===== config.mk =====
export PLATFORM = sky130hd
export DESIGN_NAME = alarm_scheduler
export DESIGN_NICKNAME = d
export VERILOG_FILES = /design/src/rtl/clock_pkg.sv /design/src/rtl/bcd_time_add.sv /design/src/rtl/alarm_scheduler.sv
export SDC_FILE = /design/constraint.sdc
export NUM_CORES = 1
export LEC_CHECK = 0
export ABC_AREA = 1
export ABC_CLOCK_PERIOD_IN_PS = 2790
export CAP_MARGIN = 5
export CORE_MARGIN = 10
export CORE_UTILIZATION = 59
export CTS_BUF_LIST = sky130_fd_sc_hd__clkbuf_4 sky130_fd_sc_hd__clkbuf_8 sky130_fd_sc_hd__clkbuf_16
export DETAILED_ROUTE_END_ITERATION = 8
export GPL_ROUTABILITY_DRIVEN = 0
export MAX_ROUTING_LAYER = met4
export PLACE_DENSITY = 0.81
export SETUP_SLACK_MARGIN = 0.05
export SYNTH_ARGS = -nofsm -noshare
export SYNTH_HDL_FRONTEND = slang
export SYNTH_SLANG_ARGS = --single-unit

===== constraint.sdc =====
create_clock -name clk -period 2.79 [get_ports clk]
set_clock_uncertainty 0.2 [all_clocks]
set_input_delay 0.279 -clock clk [delete_from_list [all_inputs] [get_ports clk]]
set_output_delay 0.279 -clock clk [all_outputs]
set_load 0.02 [all_outputs]

===== src/rtl/clock_pkg.sv =====
// Shared definitions for the digital clock: packed BCD time layout, button codes
// and the alarm scheduler state encoding.
package clock_pkg;

  localparam int unsigned TIME_W    = 20;

  localparam int unsigned SEC_L_LSB = 0;
  localparam int unsigned SEC_L_W   = 4;
  localparam int unsigned SEC_H_LSB = 4;
  localparam int unsigned SEC_H_W   = 3;
  localparam int unsigned MIN_L_LSB = 7;
  localparam int unsigned MIN_L_W   = 4;
  localparam int unsigned MIN_H_LSB = 11;
  localparam int unsigned MIN_H_W   = 3;
  localparam int unsigned HOU_L_LSB = 14;
  localparam int unsigned HOU_L_W   = 4;
  localparam int unsigned HOU_H_LSB = 18;
  localparam int unsigned HOU_H_W   = 2;

  typedef enum logic [2:0] {
    BtnMid,
    BtnUp,
    BtnLeft,
    BtnRight,
    BtnDown
  } btn_e;

  typedef enum logic [1:0] {
    StIdle,
    StScan,
    StRing,
    StSnooze
  } alarm_state_e;

endpackage


===== src/rtl/bcd_time_add.sv =====
// Adds 1..9 minutes to a packed BCD time of day; seconds pass through unchanged,
// hours wrap at 24.
module bcd_time_add
  import clock_pkg::*;
(
  input  logic [TIME_W-1:0] cur_time,
  input  logic [3:0]        add_min,
  output logic [TIME_W-1:0] sum_time
);

  logic [MIN_L_W-1:0] min_l, new_min_l;
  logic [MIN_H_W-1:0] min_h, new_min_h;
  logic [HOU_L_W-1:0] hou_l, new_hou_l;
  logic [HOU_H_W-1:0] hou_h, new_hou_h;
  logic [4:0]         min_l_sum;
  logic               c_min, c_hour;

  assign min_l = cur_time[MIN_L_LSB +: MIN_L_W];
  assign min_h = cur_time[MIN_H_LSB +: MIN_H_W];
  assign hou_l = cur_time[HOU_L_LSB +: HOU_L_W];
  assign hou_h = cur_time[HOU_H_LSB +: HOU_H_W];

  always_comb begin
    min_l_sum = 5'(min_l) + 5'(add_min);
    c_min     = (min_l_sum > 5'd9);
    new_min_l = c_min ? 4'(min_l_sum - 5'd10) : min_l_sum[3:0];

    new_min_h = min_h;
    c_hour    = 1'b0;
    if (c_min) begin
      if (min_h == 3'd5) begin
        new_min_h = '0;
        c_hour    = 1'b1;
      end else begin
        new_min_h = min_h + 3'd1;
      end
    end

    new_hou_l = hou_l;
    new_hou_h = hou_h;
    if (c_hour) begin
      if (hou_h == 2'd2 && hou_l == 4'd3) begin
        new_hou_l = '0;
        new_hou_h = '0;
      end else if (hou_l == 4'd9) begin
        new_hou_l = '0;
        new_hou_h = hou_h + 2'd1;
      end else begin
        new_hou_l = hou_l + 4'd1;
      end
    end

    sum_time = {new_hou_h, new_hou_l, new_min_h, new_min_l,
                cur_time[SEC_H_LSB +: SEC_H_W], cur_time[SEC_L_LSB +: SEC_L_W]};
  end

endmodule


===== src/rtl/alarm_scheduler.sv =====
// Multi-slot alarm controller: scans slots one per cycle on each second tick and
// sequences ring / snooze / dismiss.
module alarm_scheduler
  import clock_pkg::*;
#(
  parameter int unsigned N_ALARM      = 4,
  parameter int unsigned SLOT_W       = 2,
  parameter int unsigned RING_SECONDS = 60,
  parameter int unsigned SNOOZE_MIN   = 5,
  parameter int unsigned MAX_SNOOZE   = 3
) (
  input  logic                clk,
  input  logic                rstn,
  input  logic                sec_tick,
  input  logic [TIME_W-1:0]   now_time,
  input  logic                cfg_we,
  input  logic [SLOT_W-1:0]   cfg_slot,
  input  logic [TIME_W-1:0]   cfg_time,
  input  logic                cfg_en,
  input  logic                ack,
  input  logic                snooze,
  output logic                ringing,
  output logic [SLOT_W-1:0]   ring_slot,
  output logic                snoozed,
  output logic [N_ALARM-1:0]  armed
);

  logic [TIME_W-1:0]  slot_time_q [N_ALARM];
  logic [N_ALARM-1:0] slot_en_q;

  alarm_state_e      state_q, state_d;
  logic [SLOT_W-1:0] scan_idx_q, scan_idx_d;
  logic [SLOT_W-1:0] ring_slot_q, ring_slot_d;
  logic [7:0]        ring_cnt_q, ring_cnt_d;
  logic [7:0]        snooze_cnt_q, snooze_cnt_d;
  logic [TIME_W-1:0] snooze_time_q, snooze_time_d, snooze_target;
  logic              snz_pend_q, snz_pend_d;
  logic              slot_hit, scan_last, ring_kill;

  always_ff @(posedge clk or negedge rstn) begin
    if (!rstn) begin
      for (int unsigned i = 0; i < N_ALARM; i++) slot_time_q[i] <= '0;
      slot_en_q <= '0;
    end else if (cfg_we) begin
      slot_time_q[cfg_slot] <= cfg_time;
      slot_en_q[cfg_slot]   <= cfg_en;
    end
  end

  bcd_time_add u_snooze_add (
    .cur_time (now_time),
    .add_min  (4'(SNOOZE_MIN)),
    .sum_time (snooze_target)
  );

  assign slot_hit  = slot_en_q[scan_idx_q] && (slot_time_q[scan_idx_q] == now_time);
  assign scan_last = (scan_idx_q == SLOT_W'(N_ALARM - 1));
  // Disabling the slot that owns the current ring/snooze abandons it.
  assign ring_kill = cfg_we && !cfg_en && (cfg_slot == ring_slot_q) &&
                     (state_q == StRing || state_q == StSnooze);

  always_comb begin
    state_d       = state_q;
    scan_idx_d    = scan_idx_q;
    ring_slot_d   = ring_slot_q;
    ring_cnt_d    = ring_cnt_q;
    snooze_cnt_d  = snooze_cnt_q;
    snooze_time_d = snooze_time_q;
    snz_pend_d    = snz_pend_q;

    unique case (state_q)
      StIdle: begin
        if (sec_tick) begin
          state_d    = StScan;
          scan_idx_d = '0;
        end
      end
      StScan: begin
        if (slot_hit) begin
          state_d       = StRing;
          ring_slot_d   = scan_idx_q;
          ring_cnt_d    = 8'(RING_SECONDS);
          snooze_cnt_d  = '0;
          snooze_time_d = '0;
          snz_pend_d    = 1'b0;
        end else if (scan_last) begin
          state_d = snz_pend_q ? StSnooze : StIdle;
        end else begin
          scan_idx_d = scan_idx_q + 1'b1;
        end
      end
      StRing: begin
        if (ring_kill || ack) begin
          state_d = StIdle;
        end else if (snooze) begin
          if (snooze_cnt_q < 8'(MAX_SNOOZE)) begin
            state_d       = StSnooze;
            snooze_time_d = snooze_target;
            snooze_cnt_d  = snooze_cnt_q + 8'd1;
            snz_pend_d    = 1'b1;
          end else begin
            state_d = StIdle;
          end
        end else if (sec_tick) begin
          ring_cnt_d = ring_cnt_q - 8'd1;
          if (ring_cnt_q <= 8'd1) state_d = StIdle;
        end
      end
      StSnooze: begin
        if (ring_kill || ack) begin
          state_d    = StIdle;
          snz_pend_d = 1'b0;
        end else if (sec_tick) begin
          if (now_time == snooze_time_q) begin
            state_d    = StRing;
            ring_cnt_d = 8'(RING_SECONDS);
            snz_pend_d = 1'b0;
          end else begin
            state_d    = StScan;
            scan_idx_d = '0;
          end
        end
      end
      default: state_d = StIdle;
    endcase
  end

  always_ff @(posedge clk or negedge rstn) begin
    if (!rstn) begin
      state_q       <= StIdle;
      scan_idx_q    <= '0;
      ring_slot_q   <= '0;
      ring_cnt_q    <= '0;
      snooze_cnt_q  <= '0;
      snooze_time_q <= '0;
      snz_pend_q    <= 1'b0;
    end else begin
      state_q       <= state_d;
      scan_idx_q    <= scan_idx_d;
      ring_slot_q   <= ring_slot_d;
      ring_cnt_q    <= ring_cnt_d;
      snooze_cnt_q  <= snooze_cnt_d;
      snooze_time_q <= snooze_time_d;
      snz_pend_q    <= snz_pend_d;
    end
  end

  assign ringing   = (state_q == StRing);
  assign snoozed   = (state_q == StSnooze) || (state_q == StScan && snz_pend_q);
  assign ring_slot = ring_slot_q;
  assign armed     = slot_en_q;

endmodule


==> results of run 1 <==
cells by family (layout without fill, tap and decap cells):
kind of cell    after synthesis  count (layout)  share of synthesized area, %
compound gates              119             119                          8.71
xor+xnor                     21              21                          2.61
fa+ha+maj                    15              15                          2.67
buf+inv                     123             199                          7.62
flops                       127             127                          45.1
simple gates                554             556                          33.3
cells in the mapped netlist, drive strengths merged:
master / instances
nand2: 367
dfrtp: 127
o21ai: 98
inv: 80
nand3: 79
nor2: 52
nand4: 35
clkbuf: 25
buf: 18
ha: 15
xor2: 14
a21oi: 13
nor3: 8
xnor2: 7
or2: 5
nand3b: 4
a211oi: 2
a31oi: 2
nor3b: 2
nor4: 2
a21boi: 1
a21o: 1
o211ai: 1
o21a: 1
layout make-up:
type / count / share of cell area, %
multi-input cells: 711 / 39.8
flip-flops and latches: 127 / 37.6
repair buffers: 87 / 10.2
clock buffers: 20 / 5.44
inverters: 80 / 3.64
well taps: 143 / 2.11
clock inverters: 12 / 1.30
per-stage QoR:
step           utilization [%]  instance area (µm²)  total power [µW]
6_report                  73.2                 8470              6740
5_1_grt                   73.2                 8470              7140
4_1_cts                   72.7                 8410              6640
3_5_place_dp              67.7                 7830              4500
3_3_place_gp              67.7                 7830              4460
2_1_floorplan                -                 7040              3820
state kept, by name (all words and copies together) (netlist names):
name	flops
slot_time_q	80
snooze_time_q	20
ring_cnt_q	8
snooze_cnt_q	8
armed	4
ring_slot	2
scan_idx_q	2
state_q	2
snz_pend_q	1
timing repair:
| item | in CTS | in global routing |
|---|---|---|
| endpoints found under the hold margin | 39 | 0 |
| setup endpoints to repair | 0 | 40 |
| setup buffers | 0 | 0 |
| gates resized for setup | 0 | 11 |
| hold buffers | 1 | 0 |
per-layer routing:
metal	vias up	share of wire, %	GRT usage, %
li1	3222	-	-
met1	3025	44	30.4
met2	261	46	35.2
met3	28	8.3	5.63
met4	0	1.6	6.62
met5	-	0	-
where the power goes:
group	total, µW	leakage [µW]	switching [µW]	internal, µW
clock network	2130	0.000284	843	1280
logic	2350	0.00245	1520	830
registers	2270	0.00163	174	2090
worst max path at each step:
| stage | endpoint | slack, ns | cells after the start |
|---|---|---|---|
| 2_1_floorplan | snooze_time_q[10] | 0.43 | 12 |
| 3_3_place_gp | snooze_time_q[19] | 0.12 | 15 |
| 3_5_place_dp | snooze_time_q[19] | 0.07 | 15 |
| 4_1_cts | snoozed | 0.14 | 5 |
| 5_1_grt | snz_pend_q | 0.05 | 14 |
| 6_report | snz_pend_q | 0.24 | 16 |
worst register-to-register path, cell delays in order, from the launching register on:
cell,delay (ns)
dfrtp_2,0.46
inv_6,0.13
buf_4,0.19
nand2_1,0.06
nand3_1,0.09
nand2_1,0.06
nand2_1,0.05
nand2_1,0.09
nor2_1,0.11
nand2_1,0.08
nor2_1,0.17
nand3_2,0.16
nand2_4,0.18
buf_4,0.20
nand3_1,0.09
nand2_1,0.08
nand2_1,0.04
layout by cell type (no fill, tap or decap), types with 4 or more instances in the layout:
cell type and instances:
a21oi_1 12, buf_12 4, buf_4 23, clkbuf_16 17
clkdlybuf4s50_1 55, clkinv_2 4, clkinv_4 4, dfrtp_1 126
ha_1 14, inv_1 72, inv_2 6, nand2_1 366
nand3_1 76, nand3b_1 4, nand4_1 35, nor2_1 51
nor3_1 8, o21ai_0 97, or2_2 5, xnor2_1 7
xor2_1 14
==> flow_summary.ini, run 1 <==
[clock_tree]
cts-root-buf = clkbuf_16
numClockSinks = 127
cts_max_path_buffers = 2
cts_buffers = 17
tritoncts = built
worstSkewPairLatency_ns = 0.42
htreeDepth = 4
clkTransAtPathRegs_ns = 0.06

[worst_setup_path]
cp.required_ns = 2.90
crit_buf_inv = 3
r2r_start = scan_idx_q[0]
path_cells = inv_6 > buf_4 > nand2_1 > nand3_1 > nand2_1 > nand2_1 > nand2_1 > nor2_1 > nand2_1 > nor2_1 > nand3_2 > nand2_4 > buf_4 > nand3_1 > nand2_1 > nand2_1
cp-start-kind = flip-flop
cpMaxStageDelayCell = dfrtp_2
cp-end-kind = flip-flop
critical_path_class = flip-flop to flip-flop
ff2ff_path_depth = 16
critPathTopFamily = simple AND/OR/NAND/NOR gates
slowest_delay_ns = 0.46
startpoint = scan_idx_q[0]
cp_common_cell = nand2_1
worst_ep_arrival_time_ns = 2.67
timing.rr.end = snz_pend_q
rrSetupSlack_ns = 0.24
crit_fanout = 10

[cells_and_area]
final-seq-area_um2 = 3180
final_cells = 1180
area_growth_pct = 20.2
layout-drive-gt1-share_pct = 8.29
fillers = 901
insertedDiodeCount = 0
multi_input_area_um2 = 3370
fin_nets = 1088

[global_route]
grt_usage_pct = 23.2
grt_max_degree = 48
grt_antenna_before_repair = 0
grt_pass1_wl_mm = 30.1
grt_pass1_vias = 6051
grt-ovfl-total = 0

[pwr]
power_density_nw_per_um2 = 796
irDropWorstVdd_mv = 0.537
power_leakage_uw = 0.00437

[timing]
whs_ns = 0.186
final-hold-violation-count = 0
worstMarginPinSlew_ns = 0.562
rsz0062_at_grt = false
finalSetupTns_ns = 0
slew_viol_final = 0
fin_ws_ns = 0.238
slew_headroom_pct = 62.5
setup_viol = 0
fin_crit_sh_pct = 91.5
period_needed_ns = 2.55
fmax_mhz = 392

[routing]
drt-total-wl_mm = 18.5
routed_via_density = 5.54
num_vias = 6536
route.detailed.drc = 0
initialDrtViolationCount = 755
ant_nets = 0
drt_first_pass_iters = 5
wl_per_cell_um = 15.7

[floorplan]
die-area_um2 = 16700
die_w_um = 129
die_y_um = 129
coreArea_um2 = 11600
ios = 57
rows = 39
start_util_pct = 60.9

[worst_hold_path]
hold_class = primary input to asynchronous set/reset pin

[yosys]
yosysTopAreaCell = dfrtp_1
synth.avg_cell_area_um2 = 7.34
synth-warning-count = 0
synthesis.nets = 1023
syn_inst = 959
ys_seq_area_share_pct = 45.1
synth_top_area_share_pct = 45.1
yosysUniqueCellTypes = 32
synthTopCellsByArea = dfrtp_1 (45%), nand2_1 (20%), o21ai_0 (6.9%), nand3_1 (5.5%), inv_1 (3.8%)
synth_area_um2 = 7040
ys_ff_latch = 127

[flow_run]
cap_violations = 0

[placed_design]
port_buffers = 56
dp_hpwl_mm = 12.6
pre_cts_ws_ns = 0.0673
dp_cells = 1145

[status]
status = completed
Power figures use the tool's default switching activity.
==> inputs of run 2 (changes only) <==
- PLACE_DENSITY: 0.81 -> 0.79
==> run 2 against run 1 <==
Global-route usage up 0.72 points; core utilization grew 1.5 points; die area is the same; cell count up 0.93%; highest routed layer unchanged; worst hold slack improved by 0.021 ns; critical path depth fell by 1.
==> flow_summary.ini, run 2 (synthesized netlist as in run 1, its figures left out) <==
[status]
status = completed

[timing]
rsz0062_at_grt = true
fin_crit_sh_pct = 95.2
fin_ws_ns = 0.133
final-hold-violation-count = 0
slew_viol_final = 0
period_needed_ns = 2.66
worstMarginPinSlew_ns = 0.611
setup_viol = 0
fmax_mhz = 376
slew_headroom_pct = 59.3

[worst_setup_path]
cp_common_cell = nand2_1
cp.required_ns = 2.90
crit_buf_inv = 3
path_cells = clkbuf_16 > buf_4 > nand2_1 > nand3_1 > nand2_1 > nand2_1 > nand2_1 > nand3_1 > nor2_1 > nand3_2 > nand2_4 > buf_4 > nand3_4 > nand2_1 > nand2_1
critPathTopFamily = simple AND/OR/NAND/NOR gates
ff2ff_path_depth = 15
cpMaxStageDelayCell = dfrtp_4
rrSetupSlack_ns = 0.13
cp-start-kind = flip-flop
cp-end-kind = flip-flop
critical_path_class = flip-flop to flip-flop
timing.rr.end = snooze_cnt_q[1]
path_depth = 15
startpoint = scan_idx_q[0]
worst_ep_arrival_time_ns = 2.77
r2r_start = scan_idx_q[0]
crit_fanout = 8
slowest_delay_ns = 0.61

[placed_design]
place_area_um2 = 7800
dp_hpwl_mm = 12.5
port_buffers = 56
pre_cts_ws_ns = 0.0265

[routing]
ant_nets = 0
wl_per_cell_um = 16.6
num_vias = 6668
initialDrtViolationCount = 768
drt_first_pass_iters = 5
routed_via_density = 5.60
route.detailed.drc = 0
drt-total-wl_mm = 19.8

[pwr]
pwr-share-seq_pct = 32.3
power_leakage_uw = 0.00444
power_density_nw_per_um2 = 822
switching_share_pct = 37.3
power_frac_clock_pct = 32.9
power_frac_comb_pct = 34.8
internal_power_uw = 4450
p_sw_uw = 2650
irDropWorstVdd_mv = 0.595

[cells_and_area]
fin_nets = 1099
reg_top3 = slot_time_q (80), snooze_time_q (20)
final_area_um2 = 8640
final_cell_mix = nand2_1 (365), dfrtp_1 (126), o21ai_0 (97)
layout_commonest_cell = nand2_1
largest_register_ffs = 80
top_register = slot_time_q
layout-drive-gt1-share_pct = 9.64
insertedDiodeCount = 0
area_growth_pct = 22.8

[global_route]
grt_max_degree = 45
grt-ovfl-total = 0
grt_antenna_before_repair = 0
grt_usage_pct = 23.9
grt_pass1_vias = 6094
grt_pass1_wl_mm = 30.8

[clock_tree]
tritoncts = built
worstSkewPairLatency_ns = 0.43
htreeDepth = 4
cts-root-buf = clkbuf_16
cts_buffers = 17
cts_max_path_buffers = 2
numClockSinks = 127
clkTransAtPathRegs_ns = 0.06

[floorplan]
die_y_um = 129
start_util_pct = 60.9
die_w_um = 129
ios = 57
coreArea_um2 = 11600
die-area_um2 = 16700
rows = 39

[worst_hold_path]
hold_class = primary input to asynchronous set/reset pin

[flow_run]
cap_violations = 0
-- run 2: cell count changes in the layout (fill, tap and decap cells not counted), moves of 2 or more --
cell        previous run  this run
buf_4                 23        31
clkinv_4               4         1
bufinv_16              1         3
clkbuf_16             17        19
clkinv_2               4         2
clkinvlp_4             1         3
nor2_1                51        49
nor2_2                 1         3
-- run 2: what timing repair did --
action | 4_1_cts | 5_1_grt
hold buffers | 1 | 0
gates resized for setup | 0 | 19
endpoints found under the setup margin | 0 | 38
endpoints found under the hold margin | 39 | 0
setup buffers | 0 | 4
-- run 2: power by group through the flow --
stage                     Clock, µW  Combinational, µW  Sequential (µW)
after floorplan                   0               1560             2250
after global placement            0               2120             2270
after detailed placement          0               2150             2280
after CTS                      2340               2170             2250
after global routing           2430               2730             2320
final                          2340               2470             2300
-- run 2: worst register-to-register path: cells and delay by family, from the launching register on --
kind,cells,cell delay (ns)
buffers and inverters,3,0.51
AND/OR/NAND/NOR,12,1.23
flip-flops,1,0.61
-- run 2: cell type report --
class / count / area [µm²]
multi-input cells: 711 / 3380
clock inverters: 12 / 158
clock buffers: 20 / 460
fillers: 880 / 2920
repair buffers: 96 / 952
repair inverters: 2 / 20.0
flip-flops and latches: 127 / 3180
inverters: 80 / 313
well taps: 143 / 179
-- run 2: metal layers --
layer	GRT usage, %	vias up	wire [µm]
li1	-	3241	-
met1	31.4	3111	8530
met2	35.2	278	9230
met3	6.73	38	1670
met4	7.63	0	391
met5	-	-	0
-- run 2: worst max path at each step --
stage	slack, ns	end
detailed placement	0.03	snooze_time_q[19]
floorplan	0.43	snooze_time_q[10]
global placement	0.1	snooze_time_q[19]
CTS	0.08	snooze_cnt_q[3]
finish	0.13	snooze_cnt_q[1]
global route	-0.0002	snooze_time_q[9]
-- run 2: metrics by stage --
step / hold WS, ns / std cells / utilization (%) / TNS [ns] / total power, µW
after detailed placement: 0.119 / 1146 / 67.5 / 0 / 4430
after global placement: 0.122 / 1146 / 67.5 / 0 / 4390
final: 0.207 / 1191 / 74.7 / 0 / 7110
after global routing: 0.253 / 1191 / 74.7 / -0.000241 / 7480
after CTS: 0.219 / 1179 / 72.9 / 0 / 6770
after floorplan: -0.217 / 959 / - / 0 / 3820
==> inputs of run 3 (changes only) <==
- CORE_UTILIZATION: 59 -> 37
- HOLD_SLACK_MARGIN: unset -> 0.05
- PLACE_DENSITY: 0.79 -> 0.53
==> run 3 against run 2 <==
Register-to-register slack improved by 0.17 ns; sequential power fell by 2%; global-route usage fell by 6.4 points; fmax rose by 2.6%; die area rose by 49%; power fell by 2.2%.
==> flow_summary.ini, run 3 (synthesized netlist as in run 1, its figures left out) <==
[floorplan]
die-area_um2 = 24900
start_util_pct = 37.6
die_y_um = 158
die_w_um = 158
ios = 57
coreArea_um2 = 18700
rows = 50

[placed_design]
port_buffers = 56
dp_hpwl_mm = 14.3

[cells_and_area]
final_cell_mix = nand2_1 (366), dfrtp_1 (126), o21ai_0 (97)
area_growth_pct = 23.8
insertedDiodeCount = 0
largest_register_ffs = 80
fin_nets = 1104
top_register = slot_time_q
reg_top3 = slot_time_q (80), snooze_time_q (20)
layout_commonest_cell = nand2_1
layout-drive-gt1-share_pct = 9.69
fillers = 1893

[worst_setup_path]
timing.rr.end = snooze_time_q[9]
worst_ep_arrival_time_ns = 2.11
critical_path_class = flip-flop to output pin
startpoint = state_q[0]
cpMaxStageDelayCell = clkdlybuf4s50_1
ff2ff_path_depth = 13
cp-endpoint = ringing
slowest_delay_ns = 0.67
crit_fanout = 22
path_cells = inv_1 > ha_1 > buf_4 > clkdlybuf4s50_1
cp-end-kind = output pin
cp-start-kind = flip-flop
cp.required_ns = 2.31
rrSetupSlack_ns = 0.30
r2r_start = scan_idx_q[1]

[routing]
drt_first_pass_iters = 5
drt-total-wl_mm = 20.4
route.detailed.drc = 0
initialDrtViolationCount = 389
wl_per_cell_um = 15.9
ant_nets = 0
num_vias = 6329
routed_via_density = 4.92

[status]
status = completed

[timing]
rsz0062_at_grt = false
period_needed_ns = 2.59
slew_viol_final = 0
whs_ns = 0.243
setup_viol = 0
fin_crit_sh_pct = 92.8
worstMarginPinSlew_ns = 0.726
slew_headroom_pct = 51.6
finalSetupTns_ns = 0
fmax_mhz = 386
final-hold-violation-count = 0

[global_route]
grt_pass1_wl_mm = 33.1
grt_usage_pct = 17.5
grt_max_degree = 53
grt_antenna_before_repair = 0
grt_pass1_vias = 5999
grt-ovfl-total = 0

[pwr]
internal_power_uw = 4370
p_sw_uw = 2580
power_frac_clock_pct = 33.1
power_leakage_uw = 0.00445
switching_share_pct = 37.2
power_frac_comb_pct = 34.4
power_density_nw_per_um2 = 798
pwr-share-seq_pct = 32.5
irDropWorstVdd_mv = 0.462

[clock_tree]
cts_max_path_buffers = 2
numClockSinks = 127
tritoncts = built
cts-root-buf = clkbuf_16
htreeDepth = 4
worstSkewPairLatency_ns = 0.43
clkTransAtPathRegs_ns = 0.06
cts_buffers = 17

[flow_run]
cap_violations = 0

[worst_hold_path]
hold_class = primary input to asynchronous set/reset pin
==> run 3: through the flow <==
stage / power (µW) / area (µm²) / worst slack [ns] / instances / utilization (%)
2_1_floorplan: 3820 / 7040 / 0.433 / 959 / -
3_3_place_gp: 4630 / 8050 / 0.148 / 1249 / 43.0
3_5_place_dp: 4640 / 8050 / 0.119 / 1249 / 43.0
4_1_cts: 6960 / 8660 / 0.0952 / 1282 / 46.3
5_1_grt: 7420 / 8720 / 0.0909 / 1287 / 46.6
6_report: 6950 / 8720 / 0.200 / 1287 / 46.6
==> run 3: power by group through the flow <==
stage	Sequential, µW	Clock, µW	Combinational (µW)
2_1_floorplan	2250	0	1560
6_report	2260	2300	2390
3_5_place_dp	2290	0	2350
3_3_place_gp	2280	0	2350
5_1_grt	2290	2430	2700
4_1_cts	2250	2340	2360
==> run 3: worst min-delay path by stage <==
stage                       end  cells past startpoint
2_1_floorplan          armed[0]                      0
3_3_place_gp   snooze_time_q[3]                      1
3_5_place_dp   snooze_time_q[6]                      1
4_1_cts         slot_time_q[62]                      3
5_1_grt         slot_time_q[42]                      3
6_report       snooze_time_q[6]                      2
==> run 3: repair_timing <==
action / in CTS / in global routing
gates resized for setup: 0 / 7
endpoints found under the hold margin: 49 / 0
setup endpoints to repair: 0 / 42
buffers inserted: 0 / 5
hold buffers: 1 / 0
==> run 3: area by class of cell <==
| cell class | count | area [µm²] | share of cell area, % |
|---|---|---|---|
| clock buffer | 19 | 453 | 5.20 |
| clock inverter | 13 | 153 | 1.75 |
| sequential | 127 | 3180 | 36.5 |
| multi-input combinational | 709 | 3340 | 38.3 |
| inverter | 80 | 305 | 3.50 |
| timing repair buffer | 105 | 998 | 11.5 |
| tap | 234 | 293 | 3.36 |
==> run 3: routing by layer <==
layer / GRT usage [%] / routed length (µm) / vias to the layer above / part of all wire (%)
met5: - / 0 / - / 0
met1: 23.7 / 10100 / 2928 / 49
met2: 26.2 / 9130 / 124 / 45
met4: 4.54 / 261 / 0 / 1.3
met3: 3.66 / 958 / 20 / 4.7
li1: - / - / 3257 / -
==> run 3: worst max-delay path: cells and delay by family (launching register included) <==
family | cells | cell delay (ns)
fa+ha+maj | 1 | 0.19
buf+inv | 3 | 1.09
flops | 1 | 0.40
==> RTL edit 1: new RTL, flow settings as in run 3 <==
`RING_SECONDS`: 60 -> 30.
--- a/src/rtl/alarm_scheduler.sv
+++ b/src/rtl/alarm_scheduler.sv
@@ -7,3 +7,3 @@
   parameter int unsigned SLOT_W       = 2,
-  parameter int unsigned RING_SECONDS = 60,
+  parameter int unsigned RING_SECONDS = 30,
   parameter int unsigned SNOOZE_MIN   = 5,
Function: same outputs for any inputs over 4 cycles, from zero or initial values and one cycle with rstn low; that may be too few to reach the edited logic, so the function may still have changed.
==> RTL edit 1 against run 3 <==
Final cell count is 3.0% lower. Power is 6.5% lower. Combinational power is 16% lower. Worst setup slack better by 0.034 ns. Sequential cell count stayed put. Area after synthesis is 1.0% lower. Cell area is 2.7% lower. Wire length is 4.6% lower.
==> RTL edit 1: results (changes against run 3) <==
- Result of the run: finished, final reports clean (unchanged)
- Per-instance average area after synthesis: 7.45 µm² (was 7.34 µm²)
- The number of flip-flops under the largest register name came to 80 (unchanged).
- Routed via count divided by cell count: 4.86 (was 4.92)
- Overall global routing resource usage: 16.7% (was 17.5%)
- The global-route wire length before repair is 31.7 mm (was 33.1 mm).
* Number of fill cells: 1927 (was 1893)
- The violation count after the first detailed-routing iteration came to 392 (was 389).
* Largest net degree at the start of global routing: 49 (was 53)
* Final Net Count: 1066 (was 1104)
- Sequential fraction of the synthesis area: 45.6% (was 45.1%)
* Arrival time at the worst endpoint: 2.08 ns (was 2.11 ns)
- The worst setup slack for register-to-register paths is 0.25 ns (was 0.30 ns).
- Actual slew at the worst max-slew pin: 0.593 ns (was 0.726 ns)
* Reg2reg start: scan_idx_q[0]$_DFFE_PN0P_ (was scan_idx_q[1]$_DFFE_PN0P_)
* R2R cell count: 16 (was 13)
- FFs w/ async S/R, synth: 100% (unchanged)
- Via count of the first global-routing pass: 5808 (was 5999)
- The total wire length came to 19.5 mm (was 20.4 mm).
- Average wire per cell in the routed design: 15.6 µm (was 15.9 µm)
- The number of placed cells counting well taps is 1214 (was 1249).
- Synth area leaders: sky130_fd_sc_hd__dfrtp_1 (46%), sky130_fd_sc_hd__nand2_1 (19%), sky130_fd_sc_hd__o21ai_0 (7.1%) (was sky130_fd_sc_hd__dfrtp_1 (45%), sky130_fd_sc_hd__nand2_1 (20%), sky130_fd_sc_hd__o21ai_0 (6.9%)).
- Number of distinct library cells after synthesis: 33 (was 32)
- Worst-case setup slack after placement: 0.110 ns (was 0.119 ns)
- Worst ir drop on vdd: 452 µV (was 462 µV)
* Fraction of layout cells with a size suffix above 1: 9.17% (was 9.69%)
- Tightest hold margin: 0.204 ns (was 0.243 ns)
* Largest fanout on the critical path: 26 (was 22)
* Dpl cell area: 7860 µm² (was 8050 µm²)
- The total leakage power is 4.20 nW (was 4.45 nW).
* Total half-perimeter wirelength after legalization and detailed placement: 13.5 mm (was 14.3 mm)
- The number of nets produced by synthesis was 1000 (was 1023).
- Most used standard cells in the synthesized netlist: sky130_fd_sc_hd__nand2_1 (356), sky130_fd_sc_hd__dfrtp_1 (127), sky130_fd_sc_hd__o21ai_0 (99), sky130_fd_sc_hd__nand3_1 (83), sky130_fd_sc_hd__inv_1 (77) (was sky130_fd_sc_hd__nand2_1 (366), sky130_fd_sc_hd__dfrtp_1 (127), sky130_fd_sc_hd__o21ai_0 (97), sky130_fd_sc_hd__nand3_1 (77), sky130_fd_sc_hd__inv_1 (72))
- Antenna violations before repair: 0 (unchanged)
- Reg2reg end: snooze_time_q[0]$_DFFE_PN0P_ (was snooze_time_q[9]$_DFFE_PN0P_)
==> RTL edit 1: per-stage QoR <==
| step | total power [mW] | utilization [%] |
|---|---|---|
| floorplan | 3.69 | - |
| global route | 6.95 | 45.5 |
| detailed placement | 4.27 | 42.2 |
| finish | 6.50 | 45.5 |
| CTS | 6.50 | 45.3 |
| global placement | 4.27 | 42.2 |
==> RTL edit 1: cells by family (layout without fill, tap and decap cells) <==
group	after synthesis	count (layout)	share of synthesized area [%]
fa+ha+maj	15	15	2.69
xor+xnor	20	20	2.51
compound gates	131	131	10.2
simple gates	524	524	31.3
flops	127	127	45.6
buf+inv	119	197	7.68
==> RTL edit 1: worst max path at each step <==
stage / start / to / slack, ns / cells past startpoint
3_3_place_gp: now_time[19] / scan_idx_q[0]$_DFFE_PN0P_ / 0.20 / 11
2_1_floorplan: state_q[0]$_DFFE_PN0P_ / snooze_time_q[15]$_DFFE_PN0P_ / 0.35 / 15
5_1_grt: scan_idx_q[0]$_DFFE_PN0P_ / snooze_time_q[14]$_DFFE_PN0P_ / 0.04 / 16
3_5_place_dp: now_time[7] / snooze_time_q[19]$_DFFE_PN0P_ / 0.11 / 12
6_report: state_q[0]$_DFFE_PN0P_ / ringing / 0.23 / 4
4_1_cts: state_q[0]$_DFFE_PN0P_ / ringing / 0.15 / 4
==> RTL edit 1: worst max-delay path, stage by stage (launching register included) <==
cell and delay [ns]:
sky130_fd_sc_hd__dfrtp_1 0.41, sky130_fd_sc_hd__inv_1 0.14, sky130_fd_sc_hd__ha_1 0.21, sky130_fd_sc_hd__buf_6 0.25, sky130_fd_sc_hd__clkdlybuf4s50_1 0.65
==> RTL edit 1: final cells by class <==
class                      instances  area share, %
clock inverter                    12           1.62
tap                              234           3.45
inverter                          79           3.67
timing repair inverter             1          0.103
timing repair buffer              86           10.1
clock buffer                      19           5.19
sequential                       127           37.5
multi-input combinational        690           38.4
==> RTL edit 1: per-layer routing <==
metal	global-route usage (%)	vias up	share of wire, %
met5	-	-	0
li1	-	3138	-
met4	4.10	0	1.0
met1	23.5	2820	52
met3	3.17	14	3.6
met2	24.1	99	43
==> RTL edit 1: timing repair <==
item,CTS,global route
hold buffers,1,0
gates resized for setup,0,9
setup buffers,0,1
endpoints found under the setup margin,0,36
endpoints found under the hold margin,39,0
==> RTL edit 1: report_power, final <==
part | internal (mW) | switching (mW)
combinational | 0.715 | 1.29
clock | 1.34 | 0.877
sequential | 2.10 | 0.178
total | 4.16 | 2.34
==> RTL edit 2: new RTL, flow settings as in run 3 <==
Made on the original files. Encoding of `alarm_state_e`: now Gray code (2 bits for 4 states).
--- a/src/rtl/clock_pkg.sv
+++ b/src/rtl/clock_pkg.sv
@@ -28,6 +28,6 @@
   typedef enum logic [1:0] {
-    StIdle,
-    StScan,
-    StRing,
-    StSnooze
+    StIdle   = 2'b00,
+    StScan   = 2'b01,
+    StRing   = 2'b11,
+    StSnooze = 2'b10
   } alarm_state_e;
Function: same outputs for any inputs over 4 cycles, from zero or initial values and one cycle with rstn low; so few cycles prove little.
==> RTL edit 2 against run 3 <==
Worst setup slack improved by 0.062 ns. Cell area fell by 3.4%. Count of clock-buffer cells in the layout rose by 2. Sequential cell count did not move. Worst hold slack got worse by 0.039 ns. Power fell by 6.9%. First-iteration DRC count rose by 17%. Synthesized cell count fell by 2.1%. Largest cell class unchanged. Area after synthesis fell by 1.7%. Clock power fell by 2%. Wire length fell by 5.0%.
==> RTL edit 2: results (changes against run 3) <==
- Result of the run: finished, final reports clean (unchanged)
- Reg2reg start: scan_idx_q[0]$_DFFE_PN0P_ (was scan_idx_q[1]$_DFFE_PN0P_)
- The total leakage power came to 4.26 nW (was 4.45 nW).
- Tightest hold margin: 0.204 ns (was 0.243 ns)
- The tightest slew margin relative to the limit was 60.4% (was 51.6%).
- The arrival time at the worst endpoint is 2.05 ns (was 2.11 ns).
* Fin cells: 1244 (was 1287)
- FFs w/ async S/R, synth: 100% (unchanged)
- Adder-cell share of the synthesized area: 1.81% (was 2.67%)
* Overall global routing resource usage: 16.9% (was 17.5%)
* Mapped Nets: 998 (was 1023)
* Sequential fraction of the synthesis area: 45.9% (was 45.1%)
- Total half-perimeter wirelength after legalization and detailed placement: 13.6 mm (was 14.3 mm)
- The detailed-route vias per instance is 4.89 (was 4.92).
* Largest net degree at the start of global routing: 44 (was 53)
- The largest vdd supply drop was 493 µV (was 462 µV).
- Most used standard cells in the synthesized netlist: sky130_fd_sc_hd__nand2_1 (348), sky130_fd_sc_hd__dfrtp_1 (127), sky130_fd_sc_hd__o21ai_0 (101), sky130_fd_sc_hd__nand3_1 (76), sky130_fd_sc_hd__inv_1 (71) (was sky130_fd_sc_hd__nand2_1 (366), sky130_fd_sc_hd__dfrtp_1 (127), sky130_fd_sc_hd__o21ai_0 (97), sky130_fd_sc_hd__nand3_1 (77), sky130_fd_sc_hd__inv_1 (72))
- First-pass GRT wire length: 31.9 mm (was 33.1 mm)
- The xor and xnor area share after synthesis was 2.78% (was 2.61%).
- Fraction of layout cells with a size suffix above 1: 7.49% (was 9.69%)
- Largest fanout on the critical path: 5 (was 22)
- The first element of the critical path was state_q[1]$_DFFE_PN0P_ (was state_q[0]$_DFFE_PN0P_).
* Final routed wirelength across all metal layers: 19.4 mm (was 20.4 mm)
- The switching share of power is 35.7% (was 37.2%).
- The capturing point of the worst reg2reg path is snooze_time_q[12]$_DFFE_PN0P_ (was snooze_time_q[9]$_DFFE_PN0P_).
* First-iteration detailed-routing DRC count: 455 (was 389)
- Buffer count from post-CTS setup fixing: 0 (unchanged)
* Longest Clk Path Bufs: 2 (unchanged)
* Met3 routing resource usage after global routing: 3.67% (was 3.66%)
* Met1 capacity usage during global routing: 23.9% (was 23.7%)
- Dpl cell area: 7790 µm² (was 8050 µm²)
- The met2 track demand over resource is 24.3% (was 26.2%).
- Final Net Count: 1061 (was 1104)
* Number of distinct library cells after synthesis: 33 (was 32)
- Via count of the first global-routing pass: 5839 (was 5999)
- The complex-gate fraction of the synthesized area is 9.82% (was 8.71%).
- The pre-CTS setup slack is 0.0982 ns (was 0.119 ns).
- Synth area leaders: sky130_fd_sc_hd__dfrtp_1 (46%), sky130_fd_sc_hd__nand2_1 (19%), sky130_fd_sc_hd__o21ai_0 (7.3%) (was sky130_fd_sc_hd__dfrtp_1 (45%), sky130_fd_sc_hd__nand2_1 (20%), sky130_fd_sc_hd__o21ai_0 (6.9%)).
- The synthesized area divided by synthesized cell count was 7.37 µm² (was 7.34 µm²).
* R2R cell count: 15 (was 13)
==> RTL edit 2: cell types whose count changed after synthesis, sizes merged, moves of 2 or more <==
cell / run 3 / this run
a211oi: 2 / 0
ha: 15 / 10
nand2: 367 / 350
nand3: 79 / 77
nand3b: 4 / 1
nand4: 35 / 30
nor2: 52 / 57
o211ai: 1 / 3
o21ai: 98 / 109
or2: 5 / 2
xnor2: 7 / 9
==> RTL edit 2: how the worst max path moves through the flow <==
| stage | slack [ns] | end | cells past startpoint |
|---|---|---|---|
| 2_1_floorplan | 0.63 | snooze_cnt_q[0]$_DFFE_PN0P_ | 17 |
| 3_3_place_gp | 0.11 | snooze_time_q[16]$_DFFE_PN0P_ | 11 |
| 3_5_place_dp | 0.1 | snooze_time_q[14]$_DFFE_PN0P_ | 11 |
| 4_1_cts | 0.22 | snooze_time_q[12]$_DFFE_PN0P_ | 15 |
| 5_1_grt | 0.06 | snooze_time_q[14]$_DFFE_PN0P_ | 15 |
| 6_report | 0.26 | snoozed | 5 |
==> RTL edit 2: area by class of cell <==
| cell class | count | area (µm²) |
|---|---|---|
| clock buffer | 21 | 462 |
| tap | 229 | 287 |
| clock inverter | 11 | 133 |
| timing repair buffer | 86 | 843 |
| multi-input combinational | 691 | 3210 |
| sequential | 127 | 3180 |
| fill | 1841 | 9790 |
| inverter | 79 | 309 |
==> RTL edit 2: kinds of logic after synthesis <==
family | after synthesis
flops | 127
compound gates | 131
buf+inv | 121
xor+xnor | 22
fa+ha+maj | 10
simple gates | 528
==> RTL edit 2: what timing repair did <==
item,4_1_cts,5_1_grt
hold buffers,1,0
endpoints found under the hold margin,38,0
setup endpoints to repair,0,37
gates resized for setup,0,8
==> RTL edit 2: power by group through the flow <==
stage                     combinational, mW  sequential (mW)  clock (mW)
final                                  1.94             2.28        2.25
after global routing                   2.22             2.31        2.38
after CTS                              1.94             2.27        2.30
after detailed placement               1.94             2.30           0
after global placement                 1.93             2.30           0
after floorplan                        1.38             2.24           0
==> RTL edit 2: worst max-delay path, stage by stage (launching register included) <==
cell                              delay [ns]
sky130_fd_sc_hd__dfrtp_1                0.42
sky130_fd_sc_hd__inv_1                  0.13
sky130_fd_sc_hd__nor2_1                 0.23
sky130_fd_sc_hd__inv_1                  0.13
sky130_fd_sc_hd__o21ai_0                0.10
sky130_fd_sc_hd__clkdlybuf4s50_1        0.63
==> RTL edit 2: routing by layer <==
metal | routed length (µm) | part of all wire (%)
met1 | 9970 | 51
met2 | 8420 | 43
met3 | 809 | 4.2
met4 | 181 | 0.93
met5 | 0 | 0
